<file path="src/rtl/seqdiv_frac.sv">
// rtl/seqdiv_frac.sv - restoring shift-subtract fractional divider, Q_out = floor(2^QW * count / dsor)
module seqdiv_frac #(
  parameter int DW = 19,
  parameter int QW = 8
) (
  input  logic          clk,
  input  logic          RST,
  input  logic          sample,
  input  logic [DW-1:0] count,
  input  logic [DW-1:0] dsor,
  output logic [QW-1:0] Q_out,
  output logic          done
);

  // Bit counter walks 0..QW-1; the conversion finishes on the edge where it reads QW-1.
  localparam int CW = (QW > 1) ? $clog2(QW) : 1;
  localparam logic [CW-1:0] LAST_IDX = CW'(QW - 1);

  typedef enum logic {
    IDLE = 1'b0,
    CALC = 1'b1
  } state_t;

  state_t          r_state;
  state_t          w_next;

  // Remainder carries one extra bit so the doubled value never loses its MSB.
  logic [DW:0]     r_rem;
  logic [DW-1:0]   r_div;
  logic [CW-1:0]   r_cnt;
  logic [QW-1:0]   r_q;
  logic            r_sat;

  logic [DW:0]     w_t;
  logic            w_ge;
  logic [DW:0]     w_rem_next;
  logic [QW-1:0]   w_q_shift;
  logic            w_start;
  logic            w_last;

  // One restoring step: double the remainder, subtract the divisor when it fits.
  always_comb begin
    w_t        = r_rem << 1;
    w_ge       = (w_t >= {1'b0, r_div});
    w_rem_next = w_ge ? (w_t - {1'b0, r_div}) : w_t;
    w_q_shift  = (r_q << 1) | QW'(w_ge);
    w_start    = (r_state == IDLE) && sample;
    w_last     = (r_state == CALC) && (r_cnt == LAST_IDX);
  end

  // State register.
  always_ff @(posedge clk or posedge RST) begin
    if (RST) begin
      r_state <= IDLE;
    end else begin
      r_state <= w_next;
    end
  end

  // Next-state logic: a request in IDLE starts a conversion, the last quotient bit ends it.
  always_comb begin
    w_next = r_state;
    case (r_state)
      IDLE: if (sample) w_next = CALC;
      CALC: if (r_cnt == LAST_IDX) w_next = IDLE;
      default: w_next = IDLE;
    endcase
  end

  // Operand capture and per-bit iteration; operands are frozen for the whole conversion.
  always_ff @(posedge clk or posedge RST) begin
    if (RST) begin
      r_rem <= '0;
      r_div <= '0;
      r_cnt <= '0;
      r_q   <= '0;
      r_sat <= 1'b0;
    end else if (w_start) begin
      r_rem <= {1'b0, count};
      r_div <= dsor;
      r_cnt <= '0;
      r_q   <= '0;
      // A ratio of 1 or more (including a zero divisor) cannot be shown as a fraction.
      r_sat <= (count >= dsor);
    end else if (r_state == CALC) begin
      r_rem <= w_rem_next;
      r_q   <= w_q_shift;
      r_cnt <= r_cnt + CW'(1);
    end
  end

  // Result register and done strobe: Q_out only ever changes on the final iteration edge.
  always_ff @(posedge clk or posedge RST) begin
    if (RST) begin
      Q_out <= '0;
      done  <= 1'b0;
    end else begin
      done <= w_last;
      if (w_last) begin
        Q_out <= r_sat ? {QW{1'b1}} : w_q_shift;
      end
    end
  end

endmodule

</file>
<file path="config.mk">
export PLATFORM = sky130hd
export DESIGN_NAME = seqdiv_frac
export DESIGN_NICKNAME = d
export VERILOG_FILES = /design/src/rtl/seqdiv_frac.sv
export SDC_FILE = /design/constraint.sdc
export NUM_CORES = 1
export LEC_CHECK = 0
export CAP_MARGIN = 20
export CORE_MARGIN = 2
export CORE_UTILIZATION = 50
export CTS_CLUSTER_SIZE = 14
export DETAILED_ROUTE_END_ITERATION = 6
export PLACE_DENSITY = 0.73
export SLEW_MARGIN = 10
export SYNTH_ARGS = -nofsm -noshare
export SYNTH_HDL_FRONTEND = slang
export SYNTH_SLANG_ARGS = --single-unit
</file>
<file path="constraint.sdc">
create_clock -name clk -period 7.66 [get_ports clk]
set_clock_uncertainty 0.05 [all_clocks]
set_input_delay 1.532 -clock clk [delete_from_list [all_inputs] [get_ports clk]]
set_output_delay 1.532 -clock clk [all_outputs]
set_load 0.02 [all_outputs]
</file>
==> impl_metrics.csv, run 1 <==
group,metric,value,unit
detailed_routing,drt-pass1-iter-count,5,
detailed_routing,route.antenna.remaining_nets,0,
yosys,synth_area,0.004094,mm²
power,cell_area_power_density,510.7,mW/mm²
power,intPower,1.372,mW
yosys,synthDistinctLibCells,54,
yosys,synth_sequential_area_ratio,0.3606,
floorplanning,boundaryPins,50,
power,switching_power,1.130,mW
setup_path,max_stage_delay,480,ps
setup_path,rr_worst_depth,9,
placement,numPortBuffers,49,
setup_path,worstPathCellList,"clkdlybuf4s50_1 > inv_1 > ha_1 > nor2b_1 > o21a_1 > o21ai_0 > a21oi_1 > o311ai_0 > a31oi_1 > mux2_2",
yosys,postSynthNetCount,556,
yosys,ys.warnings.count,0,
timing,finalCriticalPeriod,3405,ps
floorplanning,die_h,94.49,µm
global_route,grt_antenna_before_repair,0,
power,totalPowerFinal,2.502,mW
power,clockPowerShare,0.144,
clocking,cts_resized,0,
finish,final_util,0.6054,
setup_path,cp.arrival,3590,ps
detailed_routing,drt_first_iter_violations,146,
global_route,global_route.usage.met2,0.3815,
placement,place.gp.congestion,0.9050,
detailed_routing,via_count,3495,
global_route,global_route_wire_length_before_repair,16130,µm
yosys,post_synth_inst_count,474,
global_route,grt_overflow,0,
finish,num_antenna_cells,0,
clocking,clock_latency_of_the_later_clocked_register_in_the_worst_skew_pair,350,ps
global_route,use_met3,0.05108,
hold_path,hp-class,"reg2reg",
power,part_of_the_power_in_registers,0.231,
finish,fillerInstances,733,
setup_path,required,7840,ps
floorplanning,placeableCoreArea,0.008093,mm²
clocking,clock_tree_from_tritoncts,"built",
hold_path,min_to,"r_q[6]",
detailed_routing,vias_per_cell,5.574,
yosys,synth-async-reset-ratio,1.000,
finish,syn2layout_area_growth,19.68,%
clocking,postCtsHoldBufs,0,
power,leakage,2.273,nW
timing,hold_viol_final,0,
yosys,synth_enable_flop_cells,0,
floorplanning,row_count,33,
finish,multi_input_area,0.002366,mm²
finish,post_route_cells_drive_above_1_share,0.06513,
placement,detailedPlacementHpwl,6750,µm
yosys,synth_area_per_cell,8.637,µm²
setup_path,timing.critical_path.fanout_max,2,
placement,place_inst,611,
setup_path,r2r-start,"r_div[0]",
timing,setup_slack,4255,ps
finish,layoutNonFillerInstCount,627,
timing,worstMarginPinSlew,791.7,ps
setup_path,worstPathBufferInverterCount,2,
yosys,postSynthRegisterBits,59,
detailed_routing,wl_per_cell,15.00,µm
setup_path,cpMaxStageDelayCell,"clkdlybuf4s50_1",
timing,final.period_utilization,0.4446,
clocking,path_clk_slew,80,ps
timing,sum_of_negative_setup_slack,0,ps
job,max_cap_viol_count,0,
timing,max-slew-margin-rel,0.4677,
global_route,global_route.usage.met1,0.2983,
global_route,grt_max_degree,60,
power,p_comb_frac,0.625,
global_route,grt_util_overall,0.2302,
floorplanning,die_width,94.49,µm
finish,sequential_cell_area,0.001476,mm²
clocking,clockRootBuffer,"clkbuf_8",
floorplanning,start_util,0.5059,
detailed_routing,route.detailed.drc,0,
finish,layout.nets,599,
clocking,clock_tree.buffer_depth,2,
clocking,cts_num_sinks,59,
clocking,postCtsSetupRepairBufs,0,
detailed_routing,route.final.wire_length,9407,µm
timing,rsz0062_at_grt,"no",
global_route,number_of_global_route_vias_before_repair,3434,
global_route,busiest_layer,"met2",
timing,maxClockFrequency,293.7,MHz
timing,report.final.slew_viol_count,0,
setup_path,endpoint_kind,"register",
hold_path,min_delay_path_depth,1,
floorplanning,floorplan.die_area,0.008927,mm²
setup_path,rrSetupSlack,4650,ps
setup_path,critical_path.reg2reg.endpoint,"r_rem[18]",
setup_path,cp_top_family,"compound AO/OA/AOI/OAI gates",
setup_path,start_kind,"primary input",
power,sw_frac_of_total,0.4518,
timing,final-setup-viol-count,0,
setup_path,criticalPathCategory,"in2reg",
yosys,synth_flop_type,"dfrtp_1",
placement,worst_setup_slack_post_dpl,3901,ps
power,max_rail_drop_vdd,0.0002273,V
clocking,number_of_buffers_added_by_the_clock_tree_synthesis_step,9,
run_status,outcome,"complete, no violations",
clocking,cts-htree-levels,3,
hold_path,worst_hold_startpoint,"r_q[6]",
==> worst max-delay path by stage <==
| stage | slack [ps] | startpoint | cells after the start | end |
|---|---|---|---|---|
| after floorplan | 4560 | dsor[1] | 9 | r_sat |
| after global placement | 3960 | dsor[1] | 10 | r_sat |
| after detailed placement | 3900 | dsor[1] | 10 | r_sat |
| after CTS | 4260 | dsor[1] | 10 | r_sat |
| after global routing | 4080 | dsor[1] | 10 | r_sat |
| final | 4250 | dsor[1] | 10 | r_sat |
==> sequential cells by signal, summed over array words and instances, names as in the netlist <==
signal   cells
done         1
r_state      1
r_q          7
r_rem       19
r_div       19
r_cnt        3
Q_out        8
r_sat        1
==> cell type report <==
cell class,count,area share
Multi-Input combinational cell,352,0.4829
Inverter,42,0.03218
Clock inverter,7,0.02528
Clock buffer,9,0.02528
Timing Repair Buffer,53,0.1062
Tap cell,105,0.02681
Sequential cell,59,0.3013
==> power by group through the flow <==
stage / Combinational, mW / Sequential [mW] / Clock [mW]
detailed placement: 1.55 / 0.582 / 0
finish: 1.56 / 0.578 / 0.360
global route: 1.77 / 0.597 / 0.380
floorplan: 1.22 / 0.580 / 0
CTS: 1.56 / 0.578 / 0.365
global placement: 1.51 / 0.577 / 0
==> routing by layer <==
metal,wire [µm],vias up
li1,-,1744
met1,4298,1644
met2,4456,93
met3,540,14
met4,111,0
met5,0,-
==> cells by family (layout without fill, tap and decap cells) <==
family                   Yosys count  after routing  share of synthesized area
multiplexers                      11             11                    0.02720
AND/OR/NAND/NOR                  139            139                     0.1605
XOR/XNOR                          10             10                    0.02139
buffers and inverters             63            111                    0.06204
adder cells (fa/ha/maj)           41             41                     0.1271
flip-flops                        59             59                     0.3606
AO/OA/AOI/OAI                    151            151                     0.2411
==> worst reg2reg max path, cell delays in order (launching register included) <==
cell      delay [ps]
dfrtp_1          380
inv_1            100
fa_1             460
a211o_1          350
a211oi_2         250
o21a_2           200
a31oi_4          130
or2_1            520
o31ai_1          390
nor3_2            60
==> cells in the mapped netlist (2+ instances only) <==
cell type,instances,share of area
o31a_1,2,0.0043
xnor2_1,4,0.0086
o21a_1,4,0.0073
inv_1,42,0.039
xor2_1,6,0.013
o31ai_1,3,0.0055
nor2b_1,14,0.021
dfrtp_1,59,0.36
a211o_1,3,0.0064
and2_1,2,0.0031
a21o_1,17,0.031
and3_1,3,0.0046
nor3_1,3,0.0037
o2111ai_1,2,0.0043
nand3_1,4,0.0049
a21oi_1,25,0.031
buf_2,2,0.0024
nand4_1,5,0.0076
o22ai_1,4,0.0061
mux2i_1,10,0.024
nand2b_1,10,0.015
a22o_1,2,0.0043
a21oi_2,2,0.0043
a211oi_1,12,0.022
ha_1,40,0.12
a31oi_1,16,0.024
o311ai_0,2,0.0043
nand2_1,64,0.059
buf_6,2,0.0055
o211ai_1,2,0.0037
clkbuf_1,16,0.015
o21bai_1,2,0.0037
nor2_1,26,0.024
o21ai_0,44,0.054
==> stage by stage <==
step,hold slack (ps),instance area [µm²]
final,453.3,4900
after global placement,432.0,4652
after global routing,475.6,4900
after detailed placement,431.8,4652
after CTS,455.2,4900
after floorplan,414.2,4094
==> cells in the final DEF (no fill, tap or decap), types with 5 or more instances in the layout <==
cell type and n:
nor2_1 26, a21oi_1 25, o21ai_0 44, mux2i_1 10, ha_1 40, clkbuf_8 9, inv_1 41, a21o_1 17
dfrtp_1 59, nand2_1 64, clkdlybuf4s50_1 49, nand4_1 5, a31oi_1 16, xor2_1 6, nor2b_1 13, nand2b_1 10
a211oi_1 12
Note: power is estimated with default switching activity, not from simulation.
==> inputs of run 2 (changes only) <==
==> constraint.sdc (replaced) <==
create_clock -name clk -period 3.2 [get_ports clk]
set_clock_uncertainty 0.05 [all_clocks]
set_input_delay 0.64 -clock clk [delete_from_list [all_inputs] [get_ports clk]]
set_output_delay 0.64 -clock clk [all_outputs]
set_load 0.02 [all_outputs]
==> impl_metrics.csv, run 2 (synthesized netlist as in run 1, its figures left out) <==
group,metric,value,unit
floorplanning,row_count,33,
finish,layout.nets,600,
placement,place.gp.congestion,0.8746,
global_route,grt_antenna_before_repair,0,
floorplanning,boundaryPins,50,
timing,report.final.slew_viol_count,0,
timing,max-slew-margin-rel,0.4925,
clocking,cts_resized,0,
floorplanning,start_util,0.5059,
timing,final.period_utilization,0.9211,
clocking,cts-htree-levels,3,
power,cell_area_power_density,1215,mW/mm²
clocking,clock_tree_from_tritoncts,"built",
floorplanning,floorplan.die_area,0.008927,mm²
finish,most_common_cell_after_layout_fill_and_taps_aside,"nand2_1",
global_route,number_of_global_route_vias_before_repair,3430,
timing,hold_viol_final,0,
clocking,clockRootBuffer,"clkbuf_8",
clocking,path_clk_slew,80,ps
power,max_rail_drop_vdd,0.0004750,V
clocking,postCtsHoldBufs,0,
run_status,outcome,"complete, no violations",
clocking,cts_num_sinks,59,
global_route,grt_util_overall,0.2311,
finish,final_cell_mix,"64 x nand2_1, 59 x dfrtp_1, 49 x clkdlybuf4s50_1",
finish,final_util,0.6034,
detailed_routing,wl_per_cell,15.12,µm
detailed_routing,via_count,3458,
setup_path,start_kind,"register",
floorplanning,placeableCoreArea,0.008093,mm²
finish,syn2layout_area_growth,19.28,%
detailed_routing,drt_first_iter_violations,171,
global_route,global_route_wire_length_before_repair,16020,µm
timing,final-setup-viol-count,0,
placement,detailedPlacementHpwl,6835,µm
job,max_cap_viol_count,0,
clocking,clock_tree.buffer_depth,2,
floorplanning,die_width,94.49,µm
clocking,clock_latency_of_the_later_clocked_register_in_the_worst_skew_pair,360,ps
setup_path,endpoint_kind,"register",
detailed_routing,vias_per_cell,5.506,
detailed_routing,drt-pass1-iter-count,4,
global_route,grt_overflow,0,
detailed_routing,route.antenna.remaining_nets,0,
timing,finalCriticalPeriod,2947,ps
finish,post_route_cells_drive_above_1_share,0.06692,
hold_path,hp-class,"reg2reg",
global_route,grt_max_degree,60,
finish,num_antenna_cells,0,
placement,numPortBuffers,49,
finish,biggestRegsByFlops,"r_div x19, r_rem x19, Q_out x8",
detailed_routing,route.final.wire_length,9498,µm
clocking,postCtsSetupRepairBufs,0,
timing,sum_of_negative_setup_slack,0,ps
clocking,number_of_buffers_added_by_the_clock_tree_synthesis_step,9,
timing,rsz0062_at_grt,"no",
timing,maxClockFrequency,339.3,MHz
setup_path,required,3430,ps
timing,worstMarginPinSlew,761.3,ps
setup_path,criticalPathCategory,"reg2reg",
setup_path,timing.critical_path.fanout_max,19,
floorplanning,die_h,94.49,µm
timing,timing.hold.ws,454.3,ps
power,leakage,2.271,nW
detailed_routing,route.detailed.drc,0,
setup_path,cp.arrival,3180,ps
run 2: metrics by stage:
step                      worst slack, ps  cells  instance area, µm²  power [mW]
final                               252.6    628                4883       5.934
after detailed placement            235.7    612                4659       5.112
after CTS                           260.7    628                4883       5.932
after floorplan                     651.6    474                4094       4.311
after global placement              278.3    612                4659       5.016
after global routing                39.26    628                4883       6.506
run 2: final timing paths:
| path | from | end | slack (ps) | depth (start not counted) |
|---|---|---|---|---|
| worst max-delay path | r_rem[0] | r_rem[18] | 250 | 8 |
| worst min-delay path | r_cnt[0] | r_cnt[0] | 450 | 1 |
| worst max register to register | r_rem[0] | r_rem[18] | 250 | 8 |
| worst min register to register | r_cnt[0] | r_cnt[0] | 450 | 1 |
| max in group asynchronous | RST | r_rem[8] | 1830 | 3 |
| min in group asynchronous | RST | r_div[2] | 740 | 3 |
run 2: metal layers:
metal  GRT usage  share of wire
met3     0.04389          0.042
met1      0.2998           0.47
met2      0.3893           0.47
met5           0              0
met4     0.07609          0.015
run 2: critical path, cell delays in order (launching register included):
cell      delay [ps]
dfrtp_1          440
fa_1             500
a211o_1          340
a211oi_2         240
o21a_2           200
a31oi_4          120
or2_1            510
and4_4           320
nor3_2           150
run 2: report_power, final:
part | switching (mW) | total (mW) | internal, mW
sequential | 0.219 | 1.38 | 1.16
combinational | 2.16 | 3.77 | 1.61
clock | 0.344 | 0.788 | 0.443
total | 2.72 | 5.93 | 3.21
run 2: layout make-up:
type | instances | area, µm²
Fill cell | 748 | 3209
Multi-Input combinational cell | 352 | 2366
Sequential cell | 59 | 1476
Timing Repair Buffer | 54 | 528.0
Inverter | 42 | 157.7
Tap cell | 105 | 131.4
Clock buffer | 9 | 123.9
Clock inverter | 7 | 100.1
==> inputs of run 3 (changes only) <==
--- a/config.mk
+++ b/config.mk
@@ -6,12 +6,12 @@
 export NUM_CORES = 1
 export LEC_CHECK = 0
 export CAP_MARGIN = 20
-export CORE_MARGIN = 2
+export CORE_MARGIN = 1
 export CORE_UTILIZATION = 50
 export CTS_CLUSTER_SIZE = 14
 export DETAILED_ROUTE_END_ITERATION = 6
 export PLACE_DENSITY = 0.73
-export SLEW_MARGIN = 10
+export SKIP_LAST_GASP = 1
 export SYNTH_ARGS = -nofsm -noshare
 export SYNTH_HDL_FRONTEND = slang
 export SYNTH_SLANG_ARGS = --single-unit
==> impl_metrics.csv, run 3 (synthesized netlist as in run 1, its figures left out) <==
group,metric,value,unit
global_route,grt_overflow,0,
timing,timing.hold.ws,464.5,ps
setup_path,cpMaxStageDelayCell,"fa_1",
setup_path,required,3360,ps
setup_path,critical_path.reg2reg.endpoint,"r_rem[16]",
setup_path,timing.critical_path.fanout_max,4,
clocking,cts-htree-levels,3,
run_status,outcome,"complete, no violations",
detailed_routing,route.final.wire_length,9817,µm
detailed_routing,drt-pass1-iter-count,5,
finish,layout.nets,603,
detailed_routing,via_count,3501,
finish,post_route_cells_drive_above_1_share,0.07224,
global_route,grt_antenna_before_repair,0,
setup_path,endpoint_kind,"register",
placement,worst_setup_slack_post_dpl,366.2,ps
finish,layoutNonFillerInstCount,628,
hold_path,hp-class,"reg2reg",
detailed_routing,vias_per_cell,5.575,
clocking,clock_tree_from_tritoncts,"built",
setup_path,rr_worst_depth,8,
power,clockPowerShare,0.112,
finish,biggestRegsByFlops,"r_div x19, r_rem x19, Q_out x8",
power,part_of_the_power_in_registers,0.241,
timing,report.final.slew_viol_count,0,
clocking,clock_tree.buffer_depth,2,
job,max_cap_viol_count,0,
timing,final.period_utilization,0.8717,
placement,dpl_cell_area,0.004678,mm²
floorplanning,die_h,92.49,µm
setup_path,start_kind,"register",
floorplanning,row_count,32,
finish,final_cell_mix,"64 x nand2_1, 59 x dfrtp_1, 49 x clkdlybuf4s50_1",
power,p_comb_frac,0.647,
placement,detailedPlacementHpwl,7303,µm
setup_path,cp.arrival,2950,ps
timing,finalCriticalPeriod,2789,ps
clocking,cts_resized,0,
timing,setup_slack,410.7,ps
setup_path,worstPathCellList,"fa_1 > a211o_1 > a211oi_2 > o21ai_0 > o21ai_0 > o21ai_0 > o311ai_0 > o22ai_1",
hold_path,min_delay_path_depth,1,
clocking,number_of_buffers_added_by_the_clock_tree_synthesis_step,9,
setup_path,criticalPathCategory,"reg2reg",
timing,worstMarginPinSlew,776.7,ps
detailed_routing,drt_first_iter_violations,136,
timing,max-slew-margin-rel,0.4778,
hold_path,min_to,"r_cnt[0]",
finish,num_antenna_cells,0,
detailed_routing,route.detailed.drc,0,
power,cell_area_power_density,1207,mW/mm²
finish,final_util,0.6229,
clocking,cts_num_sinks,59,
setup_path,rrSetupSlack,410,ps
clocking,clockRootBuffer,"clkbuf_8",
floorplanning,die_width,92.49,µm
floorplanning,boundaryPins,50,
placement,place.gp.congestion,0.8428,
timing,hold_viol_final,0,
floorplanning,start_util,0.5244,
setup_path,r2r-start,"r_rem[0]",
clocking,postCtsSetupRepairBufs,0,
power,leakage,2.265,nW
setup_path,critical-path-top-cell-by-count,"o21ai_0",
global_route,grt_util_overall,0.2497,
detailed_routing,route.antenna.remaining_nets,0,
finish,fin_area,0.004863,mm²
timing,final-setup-viol-count,0,
placement,numPortBuffers,49,
hold_path,worst_hold_startpoint,"r_cnt[0]",
global_route,number_of_global_route_vias_before_repair,3433,
power,intPower,3.101,mW
detailed_routing,wl_per_cell,15.63,µm
global_route,grt_max_degree,39,
floorplanning,floorplan.die_area,0.008553,mm²
setup_path,max_stage_delay,490,ps
power,switching_power,2.769,mW
clocking,clock_latency_of_the_later_clocked_register_in_the_worst_skew_pair,350,ps
finish,syn2layout_area_growth,18.80,%
power,totalPowerFinal,5.870,mW
clocking,path_clk_slew,80,ps
timing,sum_of_negative_setup_slack,0,ps
placement,place_inst,612,
global_route,global_route_wire_length_before_repair,16570,µm
power,sw_frac_of_total,0.4717,
finish,most_common_cell_after_layout_fill_and_taps_aside,"nand2_1",
floorplanning,placeableCoreArea,0.007807,mm²
timing,rsz0062_at_grt,"no",
power,max_rail_drop_vdd,0.0005004,V
timing,maxClockFrequency,358.5,MHz
clocking,postCtsHoldBufs,0,
run 3: changes by cell type in the layout (fill, tap and decap cells not counted), sizes merged:
cell,before,now
buf,5,8
bufinv,2,0
clkinv,4,2
inv,43,45
clkbuf,9,10
clkinvlp,0,1
run 3: cell type report:
class / instances / area (µm²)
well taps: 102 / 127.6
multi-input cells: 352 / 2366
fillers: 683 / 2944
repair buffers: 57 / 550.5
inverters: 42 / 157.7
clock inverters: 6 / 47.55
flip-flops and latches: 59 / 1476
clock buffers: 10 / 137.6
run 3: worst max path at each step:
stage,startpoint,endpoint,depth (start not counted)
floorplan,r_rem[0],r_rem[18],9
global placement,dsor[1],r_sat,10
detailed placement,dsor[1],r_sat,10
CTS,r_rem[0],r_rem[16],8
global route,r_div[0],r_rem[16],9
finish,r_rem[0],r_rem[16],8
run 3: critical path, delay by kind of cell (launching register included):
| family | cells | cell delay (ps) |
|---|---|---|
| AO/OA/AOI/OAI | 7 | 1680 |
| flip-flops | 1 | 430 |
| adder cells (fa/ha/maj) | 1 | 490 |
run 3: layer usage:
metal | vias to the layer above | wire length (µm) | GRT usage
li1 | 1764 | - | -
met1 | 1654 | 4736 | 0.3344
met2 | 72 | 4515 | 0.4130
met3 | 11 | 429 | 0.04433
met4 | 0 | 135 | 0.07031
met5 | - | 0 | 0
run 3: power by group through the flow:
stage / Clock [mW] / Combinational, mW / Sequential, mW
final: 0.659 / 3.80 / 1.41
after floorplan: 0 / 2.92 / 1.39
after detailed placement: 0 / 3.77 / 1.42
after global routing: 0.699 / 4.26 / 1.46
after global placement: 0 / 3.70 / 1.42
after CTS: 0.673 / 3.80 / 1.41
